$ cat src/rtl/adat_frame_decoder.sv
// ADAT receiver: recovers bit timing from an oversampled NRZI line, locks to the
// zero-run sync and unpacks user bits plus eight 24-bit channels per frame.
module adat_frame_decoder #(
  parameter int CLOCKS_PER_BIT = 8,
  parameter int SYNC_ZEROS     = 10,
  parameter int LOSS_BITS      = 16
) (
  input  logic             clk,
  input  logic             rst,
  input  logic             adat_in,
  output logic [0:7][23:0] audio_out,
  output logic [3:0]       user_out,
  output logic             smux2,
  output logic             frame_valid,
  output logic             frame_error,
  output logic             locked
);

  localparam int HALF_BIT    = CLOCKS_PER_BIT / 2;
  localparam int PHASE_W     = $clog2(CLOCKS_PER_BIT);
  localparam int LOSS_CYCLES = LOSS_BITS * CLOCKS_PER_BIT;
  localparam int IDLE_W      = $clog2(LOSS_CYCLES + 1);
  localparam int DATA_BITS   = 196;

  localparam logic [PHASE_W-1:0] SAMPLE_PHASE = PHASE_W'(HALF_BIT - 1);
  localparam logic [PHASE_W-1:0] LAST_PHASE   = PHASE_W'(CLOCKS_PER_BIT - 1);
  localparam logic [IDLE_W-1:0]  IDLE_LIMIT   = IDLE_W'(LOSS_CYCLES);
  localparam logic [3:0]         SYNC_MIN     = 4'(SYNC_ZEROS);
  localparam logic [7:0]         START_IDX    = 8'd245;
  localparam logic [7:0]         USER_SEP_IDX = 8'd240;

  typedef enum logic [0:0] {HUNT = 1'b0, DATA = 1'b1} state_t;

  logic                 sync1_r;
  logic                 sync2_r;
  logic                 prev_r;
  logic                 edge_s;
  logic [PHASE_W-1:0]   phase_r;
  logic                 edge_seen_r;
  logic                 sample_s;
  logic                 bit_s;
  logic [IDLE_W-1:0]    idle_r;
  logic                 loss_s;
  state_t               state_r;
  state_t               state_next_s;
  logic [3:0]           zero_run_r;
  logic [7:0]           bit_idx_r;
  logic [7:0]           cur_idx_s;
  logic                 is_sep_s;
  logic                 sync_hit_s;
  logic                 start_s;
  logic                 shift_s;
  logic                 done_s;
  logic                 err_s;
  logic [DATA_BITS-1:0] data_r;

  // Two-flop synchronizer plus the previous-level register used for edge detection
  always_ff @(posedge clk) begin
    if (rst) begin
      sync1_r <= 1'b0;
      sync2_r <= 1'b0;
      prev_r  <= 1'b0;
    end else begin
      sync1_r <= adat_in;
      sync2_r <= sync1_r;
      prev_r  <= sync2_r;
    end
  end

  // An edge landing on the sample phase re-centres the cell instead of sampling twice.
  assign edge_s     = sync2_r ^ prev_r;
  assign sample_s   = (phase_r == SAMPLE_PHASE) && !edge_s;
  assign bit_s      = edge_seen_r;
  assign loss_s     = (idle_r == IDLE_LIMIT);
  assign cur_idx_s  = bit_idx_r - 8'd1;
  assign is_sep_s   = (cur_idx_s == USER_SEP_IDX) ||
                      ((cur_idx_s < USER_SEP_IDX) && ((cur_idx_s % 8'd5) == 8'd0));
  assign sync_hit_s = sample_s && bit_s && (zero_run_r >= SYNC_MIN);

  // Bit-cell phase tracking, NRZI edge memory and line-idle timer
  always_ff @(posedge clk) begin
    if (rst) begin
      phase_r     <= '0;
      edge_seen_r <= 1'b0;
      idle_r      <= '0;
    end else begin
      if (edge_s || (phase_r == LAST_PHASE)) begin
        phase_r <= '0;
      end else begin
        phase_r <= phase_r + PHASE_W'(1);
      end
      if (edge_s) begin
        edge_seen_r <= 1'b1;
      end else if (sample_s) begin
        edge_seen_r <= 1'b0;
      end
      if (edge_s) begin
        idle_r <= '0;
      end else if (!loss_s) begin
        idle_r <= idle_r + IDLE_W'(1);
      end
    end
  end

  // FSM state register
  always_ff @(posedge clk) begin
    if (rst) begin
      state_r <= HUNT;
    end else begin
      state_r <= state_next_s;
    end
  end

  // FSM next-state logic
  always_comb begin
    state_next_s = state_r;
    case (state_r)
      HUNT: begin
        if (sync_hit_s) begin
          state_next_s = DATA;
        end else begin
          state_next_s = HUNT;
        end
      end
      DATA: begin
        if (loss_s) begin
          state_next_s = HUNT;
        end else if (sample_s && is_sep_s && (!bit_s || (cur_idx_s == 8'd0))) begin
          state_next_s = HUNT;
        end else begin
          state_next_s = DATA;
        end
      end
      default: state_next_s = HUNT;
    endcase
  end

  // FSM output decode: frame start, data shift, completion and separator error
  always_comb begin
    start_s = 1'b0;
    shift_s = 1'b0;
    done_s  = 1'b0;
    err_s   = 1'b0;
    case (state_r)
      HUNT: start_s = sync_hit_s;
      DATA: begin
        if (sample_s && !loss_s) begin
          shift_s = !is_sep_s;
          err_s   = is_sep_s && !bit_s;
          done_s  = is_sep_s && bit_s && (cur_idx_s == 8'd0);
        end else begin
          shift_s = 1'b0;
          err_s   = 1'b0;
          done_s  = 1'b0;
        end
      end
      default: start_s = 1'b0;
    endcase
  end

  // Zero-run counter, frame bit index and data-bit holding register
  always_ff @(posedge clk) begin
    if (rst) begin
      zero_run_r <= 4'd0;
      bit_idx_r  <= 8'd0;
      data_r     <= '0;
    end else begin
      if ((state_r == HUNT) && sample_s) begin
        if (bit_s) begin
          zero_run_r <= 4'd0;
        end else if (zero_run_r != 4'd15) begin
          zero_run_r <= zero_run_r + 4'd1;
        end
      end
      if (start_s) begin
        bit_idx_r <= START_IDX;
      end else if ((state_r == DATA) && sample_s) begin
        bit_idx_r <= cur_idx_s;
      end
      if (shift_s) begin
        data_r <= {data_r[DATA_BITS-2:0], bit_s};
      end
    end
  end

  // Registered frame outputs; they hold the last good frame until the next one completes
  always_ff @(posedge clk) begin
    if (rst) begin
      audio_out   <= '0;
      user_out    <= 4'd0;
      smux2       <= 1'b0;
      frame_valid <= 1'b0;
      frame_error <= 1'b0;
      locked      <= 1'b0;
    end else begin
      frame_valid <= done_s;
      frame_error <= err_s;
      if (done_s) begin
        audio_out <= data_r[191:0];
        user_out  <= data_r[195:192];
        smux2     <= data_r[193];
      end
      if (done_s) begin
        locked <= 1'b1;
      end else if (err_s || loss_s) begin
        locked <= 1'b0;
      end
    end
  end

endmodule

$ cat config.mk
export PLATFORM = sky130hd
export DESIGN_NAME = adat_frame_decoder
export DESIGN_NICKNAME = d
export VERILOG_FILES = /design/src/rtl/adat_frame_decoder.sv
export SDC_FILE = /design/constraint.sdc
export NUM_CORES = 1
export LEC_CHECK = 0
export ABC_CLOCK_PERIOD_IN_PS = 4700
export CORE_MARGIN = 2
export CORE_UTILIZATION = 51
export CTS_CLUSTER_SIZE = 30
export DETAILED_ROUTE_END_ITERATION = 7
export PLACE_DENSITY = 0.89
export SLEW_MARGIN = 20
export SYNTH_ARGS = -nofsm -noshare
export SYNTH_HDL_FRONTEND = slang
export SYNTH_SLANG_ARGS = --single-unit
$ cat constraint.sdc
create_clock -name clk -period 4.7 [get_ports clk]
set_input_delay 0.94 -clock clk [delete_from_list [all_inputs] [get_ports clk]]
set_output_delay 0.94 -clock clk [all_outputs]
set_load 0.05 [all_outputs]
# After elaboration in Yosys (flattened, before gate mapping)

Index checks and enable logic that the tools add are counted.

$add $sub $neg: 4
Div/mod/pow operators: 1
Magnitude comparators: 2
Eq/ne operators: 5
Mux-type cells: 19
Bitwise operators: 2
Reductions and logical operators: 30

Operators by type and width:

| cell                | number |
|---|---|
| $eq 8x8->1 const B  | 2 |
| $logic_not 8->1     | 2 |
| $mux 8              | 2 |
| $mux 1              | 14 |
| $logic_and 1x1->1   | 12 |
| $add 8x1->8 const B | 1 |
| $lt 8x8->1 const B  | 1 |
| $mod 8x3->8 const B | 1 |
| $mux 4              | 2 |
| $reduce_bool 2->1   | 4 |
| $sub 8x1->8 const B | 1 |
| $reduce_or 2->1     | 3 |
| $add 4x1->4 const B | 1 |
| $ge 4x4->1 const B  | 1 |
| $logic_not 1->1     | 4 |
| $logic_or 1x1->1    | 4 |
| $ne 4x4->1 const B  | 1 |
| $add 3x1->3 const B | 1 |
| $eq 3x2->1 const B  | 1 |
| $eq 3x3->1 const B  | 1 |
| $pmux 1 s2          | 1 |
| $reduce_and 2->1    | 1 |
| $not 1->1           | 1 |
| $xor 1x1->1         | 1 |

Bits in registers: 424
Input bits: 3

# Depth between registers and ports, before layout

Gate-level depths: netlist of the first run.

Depth after elaboration: 11
Gate-level depth with buffers: 24
Depth with buffers taken out: 18

# Worst setup path after synthesis of the first run

No wires, ideal clock.

Path kind: register -> register
From: register bit_idx_r[0]
To: register data_r[0]
Arrival: 4.711 ns
Required time: 4.628 ns
Path slack: -0.082 ns
Stages on the path, launching flop included: 24
Clock period less this slack: 4.782 ns
Cell sequence: dfxtp_1 clkbuf_1 inv_1 ha_1 buf_2 nand2_1 a2111oi_2 or4_1 o22ai_2 mux2_1 a21oi_1 and2_1 ha_1 inv_1 o41ai_2 o21bai_1 a21oi_1 o21a_1 o211a_1 a21boi_1 buf_2 buf_6 buf_6 mux2i_1

Cells in the longest elaborated chain, start to end: 8
Elaborated cells on any way between the ends: 10
Classes of those cells: add/sub (1); div (1); order compare (1); eq/ne (1); mux (2); reduce/logical (4)

Ends and longest elaborated chain:

| what                   | line | source |
|---|---|---|
| start, declared        | 47   | `logic [7:0] bit_idx_r;` |
| start signal, assigned | 178  | `bit_idx_r <= cur_idx_s;` |
| $sub 8x1->8 (*)        | 75   | `assign cur_idx_s = bit_idx_r - 8'd1;` |
| $mod 8x3->8            | 77   | `((cur_idx_s < USER_SEP_IDX) && ((cur_idx_s % 8'd5) == 8'd0));` |
| $logic_not 8->1        | 77   |  |
| $logic_and 1x1->1      | 77   |  |
| $logic_or 1x1->1 (*)   | 76   | `assign is_sep_s = (cur_idx_s == USER_SEP_IDX) \|\|` |
| $logic_not 1->1 (*)    | 148  | `shift_s = !is_sep_s;` |
| $mux 1 (*)             | 147  | `if (sample_s && !loss_s) begin` |
| $mux 1 (*)             | 144  | `case (state_r)` |
| end signal, assigned   | 181  | `data_r <= {data_r[DATA_BITS-2:0], bit_s};` |
| end, declared          | 55   | `logic [DATA_BITS-1:0] data_r;` |

Every way passes the cells marked *; elsewhere a longest branch is shown, timed or not.
A chain may end at the register's enable or synchronous reset.

# Worst setup path after layout of the first run

From: register bit_idx_r[1]
To: register data_r[106]

The elaborated chain is that of the path after synthesis.

==> impl_metrics.json, run 1 <==
{
  "cts_inserted_buffers": 44,
  "outcome": "complete, no violations",
  "edff_count_synth": 0,
  "syn_to_final_growth_pct": 24.9,
  "worst_ir_drop_vdd_uv": 298,
  "worst-path-max-fanout": 10,
  "yosys.cell_types.count": 70,
  "initial_antenna_violation_count": 0,
  "internal_power_mw": 5.77,
  "critical_path_buf_inv_count": 5,
  "power.combinational.fraction": 0.015,
  "setup.reg_to_reg.worst_slack_ps": 180,
  "i_o_buffers": 202,
  "drt_wl_total_um": 44700,
  "final_cell_area_excluding_filler_cells_um2": 21800,
  "hp-start": "phase_r[0]",
  "share_of_layout_cells_above_drive_strength_1": 0.0966,
  "floorplan.initialDensity": 0.519,
  "critical_path.startpoint_type": "register",
  "grt_first_pass_wirelength_um": 71300,
  "routed_via_density": 5.81,
  "report.final.hold_viol_count": 0,
  "place_congestion": 0.883,
  "cts_max_path_buffers": 3,
  "count_of_mapped_cells_out_of_synthesis": 1871,
  "yosysSeqAreaShare": 0.486,
  "timing.slew.headroom": 0.427,
  "clock.fmax_ghz": 0.221,
  "clkSlewWorstSetupHoldPaths_ps": 60,
  "cp_cell_sequence": "inv_1 > ha_4 > or3_1 > o32ai_2 > o21a_1 > o22ai_4 > mux2_1 > a21oi_2 > and2_4 > ha_2 > inv_1 > o41ai_4 > o21bai_1 > a21oi_2 > o21a_1 > o211a_4 > a21boi_4 > buf_4 > buf_16 > buf_4 > mux2i_1",
  "regToRegEndpoint": "data_r[106]",
  "wl_per_cell_um": 17.8,
  "worst-slew-pin-transition_ps": 860,
  "floorplan.die.height_um": 189,
  "postSynthAreaPerCell_um2": 9.32,
  "cts_max_level": 2,
  "crit-reg2reg-launch": "bit_idx_r[1]",
  "post_dp_cell_area_um2": 19900,
  "power.static_leakage_nw": 7.06,
  "timing.hold.ws_ps": 428,
  "synthesis.area_um2": 17400,
  "synth_top_area_cell": "sky130_fd_sc_hd__dfxtp_1",
  "dr.first_iter.drc_count": 1242,
  "setup_viol": 0,
  "crit_path_end_kind": "register",
  "worst_min_path_class": "register to register",
  "critPathMaxStageDelay_ps": 360,
  "core.rowCount": 67,
  "cts.sinks": 423,
  "global_route.usage.total": 0.236,
  "synth_top_cells_by_area": "sky130_fd_sc_hd__dfxtp_1 49%, sky130_fd_sc_hd__mux2i_1 11%, sky130_fd_sc_hd__nand2b_1 7.4%",
  "power.switching_mw": 1.54,
  "post-synth-top-area-fraction": 0.486,
  "post-dp-hpwl_um": 27200,
  "n_antenna_cell": 0,
  "grt_start_max_net_pins": 170,
  "clock-root-buffer": "sky130_fd_sc_hd__clkbuf_16",
  "chipWidth_um": 189,
  "worst_hold_path.endpoint": "phase_r[0]",
  "dr_total_vias": 14600,
  "cell_type_of_the_slowest_stage_on_the_worst_timing_path": "sky130_fd_sc_hd__or3_1",
  "cap_viol_max_count": 0,
  "worstRegToRegCells": 21,
  "async_flop_share": 0,
  "synth.yosys.warnings": 0,
  "worstPathArrival_ps": 5000,
  "floorplan.io_pins": 203,
  "hold_buffers": 0,
  "maxSlewViolCount": 0,
  "routed_antenna_nets": 0,
  "primary_ff_master_synth": "sky130_fd_sc_hd__dfxtp_1",
  "timing.final.crit_period_ps": 4520,
  "power_frac_clock": 0.493,
  "setup-tns-final_ps": 0,
  "critPathKind": "register to register",
  "fin_nets": 2040,
  "fin_worst_skew_ps": 27.0,
  "sequential_share_of_power": 0.493,
  "number_of_global_route_vias_before_repair": 14200,
  "cp_data_required_time_ps": 5180,
  "drc": 0,
  "power.density_cell_area_nw_per_um2": 335,
  "synth_net_count": 1886,
  "grt_overflow": 0,
  "worst_hold_path.num_cells": 1,
  "core_um2": 33600,
  "yosys_register_bits": 423,
  "drtPass1Iterations": 5,
  "total_die_area_um2": 35700,
  "netSwitchingFraction": 0.211,
  "cpLargestDelayFamily": "compound AO/OA/AOI/OAI gates",
  "layout_worst_path_cycle_share": 0.961,
  "clock_insertion_delay_at_the_later_pin_of_the_skew_report_ps": 560,
  "cts_tree": "done"
}
worst max-delay path by stage:
stage / from / to / slack, ps / cells past startpoint
after floorplan: bit_idx_r[0] / data_r[0] / 20 / 23
after global placement: bit_idx_r[0] / audio_out[38] / -30 / 21
after detailed placement: bit_idx_r[0] / audio_out[99] / -210 / 20
after CTS: bit_idx_r[0] / data_r[81] / 0.5 / 20
after global routing: bit_idx_r[0] / audio_out[78] / -20 / 21
final: bit_idx_r[1] / data_r[106] / 180 / 21
layout make-up:
class	count	area, um^2
fill	2456	11800
inverter	13	48.8
tap	448	561
sequential	423	8470
timing repair buffer	288	3010
multi-input combinational	1255	8170
clock inverter	20	256
clock buffer	62	1270
worst register-to-register path: cells and delay by family, from the launching register on:
family                   cells  cell delay [ps]
adder cells (fa/ha/maj)      2              390
multiplexers                 2              550
buffers and inverters        5              650
flip-flops                   1              330
AO/OA/AOI/OAI               10             2030
AND/OR/NAND/NOR              2              520
layer usage:
| layer | part of all wire | global-route usage | vias to the layer above |
|---|---|---|---|
| met5 | 0 | 0 | - |
| met4 | 0.029 | 0.0784 | 0 |
| met3 | 0.068 | 0.0395 | 98 |
| met2 | 0.47 | 0.398 | 540 |
| met1 | 0.43 | 0.309 | 7020 |
| li1 | - | - | 6907 |
flip-flops by register name, summed over array words and instances, names as in the netlist:
name         count
sync1_r          1
locked           1
sync2_r          1
phase_r          3
zero_run_r       4
user_out         4
audio_out      192
frame_error      1
frame_valid      1
state_r          1
idle_r           8
bit_s            1
prev_r           1
bit_idx_r        8
data_r         196
through the flow:
step           instances   util  worst slack (ps)  power (mW)
2_1_floorplan       1871      -              15.2        3.76
3_3_place_gp        2412  0.591             -31.5        3.78
3_5_place_dp        2412  0.591              -206        3.79
4_1_cts             2501  0.641             0.467        7.35
5_1_grt             2509  0.648             -23.2        7.51
6_report            2509  0.648               181        7.31
cell usage after synthesis (4+ instances only):
library cell,n
sky130_fd_sc_hd__o21ai_1,20
sky130_fd_sc_hd__nor4b_1,4
sky130_fd_sc_hd__a21oi_1,222
sky130_fd_sc_hd__or3_1,6
sky130_fd_sc_hd__or4_1,4
sky130_fd_sc_hd__clkbuf_1,108
sky130_fd_sc_hd__o211ai_1,4
sky130_fd_sc_hd__buf_2,26
sky130_fd_sc_hd__inv_1,13
sky130_fd_sc_hd__ha_1,12
sky130_fd_sc_hd__nor2_1,33
sky130_fd_sc_hd__mux2i_1,197
sky130_fd_sc_hd__buf_6,21
sky130_fd_sc_hd__nand2_1,18
sky130_fd_sc_hd__xnor2_1,12
sky130_fd_sc_hd__a31oi_1,5
sky130_fd_sc_hd__and3_1,5
sky130_fd_sc_hd__nor2b_1,5
sky130_fd_sc_hd__nand2b_1,205
sky130_fd_sc_hd__nand3_1,212
sky130_fd_sc_hd__nor3_1,20
sky130_fd_sc_hd__a211oi_1,7
sky130_fd_sc_hd__xor2_1,9
sky130_fd_sc_hd__buf_4,21
sky130_fd_sc_hd__dfxtp_1,423
sky130_fd_sc_hd__o21ai_0,188
cell families (layout without fill, tap and decap cells):
| family | after synthesis | after routing | synth area share |
|---|---|---|---|
| buffers and inverters | 193 | 383 | 0.0572 |
| flip-flops | 423 | 423 | 0.486 |
| AND/OR/NAND/NOR | 534 | 534 | 0.171 |
| AO/OA/AOI/OAI | 490 | 490 | 0.153 |
| adder cells (fa/ha/maj) | 12 | 12 | 0.00861 |
| multiplexers | 198 | 198 | 0.114 |
| XOR/XNOR | 21 | 21 | 0.0105 |
layout by cell type (no fill, tap or decap), types with 4 or more instances in the layout:
master	count
sky130_fd_sc_hd__inv_6	4
sky130_fd_sc_hd__clkbuf_16	46
sky130_fd_sc_hd__xnor2_1	12
sky130_fd_sc_hd__buf_16	4
sky130_fd_sc_hd__or3_1	5
sky130_fd_sc_hd__nand2_1	17
sky130_fd_sc_hd__buf_6	5
sky130_fd_sc_hd__and3_1	5
sky130_fd_sc_hd__clkbuf_8	10
sky130_fd_sc_hd__clkinv_2	5
sky130_fd_sc_hd__bufinv_16	4
sky130_fd_sc_hd__nor3_1	19
sky130_fd_sc_hd__buf_12	16
sky130_fd_sc_hd__clkbuf_1	8
sky130_fd_sc_hd__a31oi_1	4
sky130_fd_sc_hd__nand2b_1	205
sky130_fd_sc_hd__o21ai_1	19
sky130_fd_sc_hd__mux2i_1	197
sky130_fd_sc_hd__a21oi_1	219
sky130_fd_sc_hd__inv_1	12
sky130_fd_sc_hd__ha_1	9
sky130_fd_sc_hd__o21ai_0	188
sky130_fd_sc_hd__o211ai_1	4
sky130_fd_sc_hd__dfxtp_1	422
sky130_fd_sc_hd__nor2_1	33
sky130_fd_sc_hd__nand3_1	212
sky130_fd_sc_hd__buf_4	58
sky130_fd_sc_hd__nor2b_1	5
sky130_fd_sc_hd__a211oi_1	6
sky130_fd_sc_hd__clkdlybuf4s50_1	201
sky130_fd_sc_hd__xor2_1	9
power groups by stage:
stage          Combinational, mW  Sequential (mW)  Clock [mW]
6_report                   0.107             3.60        3.60
5_1_grt                    0.116             3.60        3.79
4_1_cts                    0.106             3.60        3.64
3_5_place_dp               0.105             3.68           0
3_3_place_gp               0.103             3.68           0
2_1_floorplan             0.0834             3.68           0
what timing repair did:
item                                    4_1_cts  5_1_grt
gates cloned                                  1        2
pin swaps                                     2        8
gates resized for setup                      11       31
setup buffers                                 6        6
endpoints found under the setup margin      380      395
No activity file was read; power rests on OpenSTA's default activity.
==> run 2: changes to the inputs <==
Settings changed: ABC_CLOCK_PERIOD_IN_PS 4700 to 5000, CORE_UTILIZATION 51 to 56, PLACE_DENSITY 0.89 to 0.92.
Clock period 4.7 ns to 5 ns, I/O delays scaled along.
==> impl_metrics.json, run 2 (same netlist as run 1, synthesis figures left out) <==
{
  "cts_max_path_buffers": 3,
  "sequential_share_of_power": 0.520,
  "drtPass1Iterations": 8,
  "clock.fmax_ghz": 0.211,
  "chipWidth_um": 180,
  "critPathMaxStageDelay_ps": 450,
  "power.static_leakage_nw": 6.87,
  "clock_insertion_delay_at_the_later_pin_of_the_skew_report_ps": 530,
  "critical_path_buf_inv_count": 4,
  "maxSlewViolCount": 0,
  "initial_antenna_violation_count": 0,
  "power_frac_clock": 0.465,
  "largest_reg_flops": 196,
  "power.switching_mw": 1.35,
  "total_power_mw": 6.51,
  "cpLargestDelayFamily": "compound AO/OA/AOI/OAI gates",
  "crit_path_end_kind": "register",
  "timing.slew.headroom": 0.353,
  "total_die_area_um2": 32600,
  "i_o_buffers": 202,
  "power.density_cell_area_nw_per_um2": 304,
  "cp_data_required_time_ps": 5430,
  "share_of_layout_cells_above_drive_strength_1": 0.0801,
  "floorplan.initialDensity": 0.570,
  "wl_per_cell_um": 18.6,
  "dr_total_vias": 14600,
  "power.combinational.fraction": 0.015,
  "drt_wl_total_um": 45100,
  "floorplan.io_pins": 203,
  "cp_cell_sequence": "inv_1 > ha_4 > or3b_4 > nor4_2 > a211oi_1 > or3_1 > a31oi_1 > o21ai_1 > and2_1 > ha_2 > o2111ai_1 > o41ai_2 > o21bai_1 > a21oi_2 > a21oi_2 > o211a_4 > a21boi_4 > buf_12 > buf_16 > buf_16 > mux2i_1",
  "worstPathArrival_ps": 5170,
  "routed_antenna_nets": 0,
  "grt.met1_usage": 0.332,
  "netSwitchingFraction": 0.208,
  "clkSlewWorstSetupHoldPaths_ps": 70,
  "grt_util_met2": 0.438,
  "routed_via_density": 6.02,
  "layout_worst_path_cycle_share": 0.946,
  "setup-tns-final_ps": 0,
  "global_route.peak_usage_layer": "met2",
  "worst_ir_drop_vdd_uv": 263,
  "layout_common_cells": "421 x sky130_fd_sc_hd__dfxtp_1, 219 x sky130_fd_sc_hd__a21oi_1, 212 x sky130_fd_sc_hd__nand3_1",
  "core.rowCount": 64,
  "drc": 0,
  "worst-slew-pin-transition_ps": 971,
  "grt_overflow": 0,
  "place_congestion": 0.887,
  "n_antenna_cell": 0,
  "number_of_global_route_vias_before_repair": 14000,
  "cts_inserted_buffers": 42,
  "fin_worst_skew_ps": 14.7,
  "outcome": "complete, no violations",
  "core_um2": 30600,
  "fin_nets": 2021,
  "post-dp-hpwl_um": 26600,
  "internal_power_mw": 5.16,
  "biggestRegsByFlops": "data_r (196), audio_out (192)",
  "regMostFlops": "data_r",
  "cts.sinks": 423,
  "dr.first_iter.drc_count": 1501,
  "cts_max_level": 2,
  "report.final.hold_viol_count": 0,
  "global_route.usage.total": 0.256,
  "worst_min_path_class": "register to register",
  "floorplan.die.height_um": 180,
  "worst-path-max-fanout": 12,
  "critPathKind": "register to register",
  "critical_path.startpoint_type": "register",
  "grt_start_max_net_pins": 192,
  "groute.layer.met3.usage": 0.0374,
  "final_common_cell": "sky130_fd_sc_hd__dfxtp_1",
  "cap_viol_max_count": 0,
  "cts_tree": "done",
  "grt_first_pass_wirelength_um": 70700,
  "timing.final.crit_period_ps": 4730,
  "cell_type_of_the_slowest_stage_on_the_worst_timing_path": "sky130_fd_sc_hd__or3b_4",
  "setup_viol": 0,
  "clock-root-buffer": "sky130_fd_sc_hd__clkbuf_16",
  "syn_to_final_growth_pct": 22.6
}
run 2: changes by cell type in the layout (fill, tap and decap cells not counted), sizes merged:
| cell | change |
|---|---|
| buf | -24 |
| bufinv | -3 |
| clkbuf | +7 |
| clkinv | -3 |
| inv | -4 |
run 2: layer usage:
| layer | vias to the layer above | routed length (um) |
|---|---|---|
| met5 | - | 0 |
| met4 | 0 | 1150 |
| met3 | 92 | 3060 |
| met2 | 603 | 21600 |
| met1 | 7080 | 19300 |
| li1 | 6854 | - |
run 2: layout make-up:
cell class	instances	area [um^2]
clock inverters	10	97.6
multi-input cells	1255	8070
repair buffers	271	2970
flip-flops and latches	423	8470
clock buffers	62	1220
well taps	396	495
fillers	2177	9220
inverters	13	48.8
run 2: path summary, 6_finish.rpt:
kind,cells after the start,from,to,slack [ps]
setup / recovery,21,bit_idx_r[0],data_r[119],270
hold / removal,1,phase_r[0],phase_r[0],440
setup reg to reg,21,bit_idx_r[0],data_r[119],270
hold reg to reg,1,phase_r[0],phase_r[0],440
run 2: worst register-to-register path: stages, from the launching register on:
cell and delay (ps):
sky130_fd_sc_hd__dfxtp_1 310, sky130_fd_sc_hd__inv_1 120, sky130_fd_sc_hd__ha_4 200, sky130_fd_sc_hd__or3b_4 460, sky130_fd_sc_hd__nor4_2 320, sky130_fd_sc_hd__a211oi_1 140
sky130_fd_sc_hd__or3_1 370, sky130_fd_sc_hd__a31oi_1 220, sky130_fd_sc_hd__o21ai_1 140, sky130_fd_sc_hd__and2_1 170, sky130_fd_sc_hd__ha_2 200, sky130_fd_sc_hd__o2111ai_1 110
sky130_fd_sc_hd__o41ai_2 130, sky130_fd_sc_hd__o21bai_1 180, sky130_fd_sc_hd__a21oi_2 210, sky130_fd_sc_hd__a21oi_2 90, sky130_fd_sc_hd__o211a_4 320, sky130_fd_sc_hd__a21boi_4 160
sky130_fd_sc_hd__buf_12 150, sky130_fd_sc_hd__buf_16 170, sky130_fd_sc_hd__buf_16 170, sky130_fd_sc_hd__mux2i_1 280
run 2: what timing repair did:
action	4_1_cts	5_1_grt
pin swaps	0	2
setup endpoints to repair	141	396
cloned	1	8
buffers inserted	0	12
resized for setup	3	30
hold buffers	0	0
run 2: per-stage QoR:
step	util	hold WS [ps]	cells	worst slack, ps	cell area, um^2
finish	0.699	439	2430	268	21400
global route	0.699	468	2430	-10.3	21400
CTS	0.685	439	2410	18.1	21000
detailed placement	0.641	429	2337	-110	19600
global placement	0.641	417	2337	45.3	19600
floorplan	-	408	1871	218	17400
run 2: power groups by stage:
stage | logic (mW) | clock network (mW) | registers, mW
final | 0.0984 | 3.02 | 3.38
after global routing | 0.106 | 3.19 | 3.38
after CTS | 0.0978 | 3.06 | 3.38
after detailed placement | 0.0966 | 0 | 3.46
after global placement | 0.0949 | 0 | 3.46
after floorplan | 0.0784 | 0 | 3.46
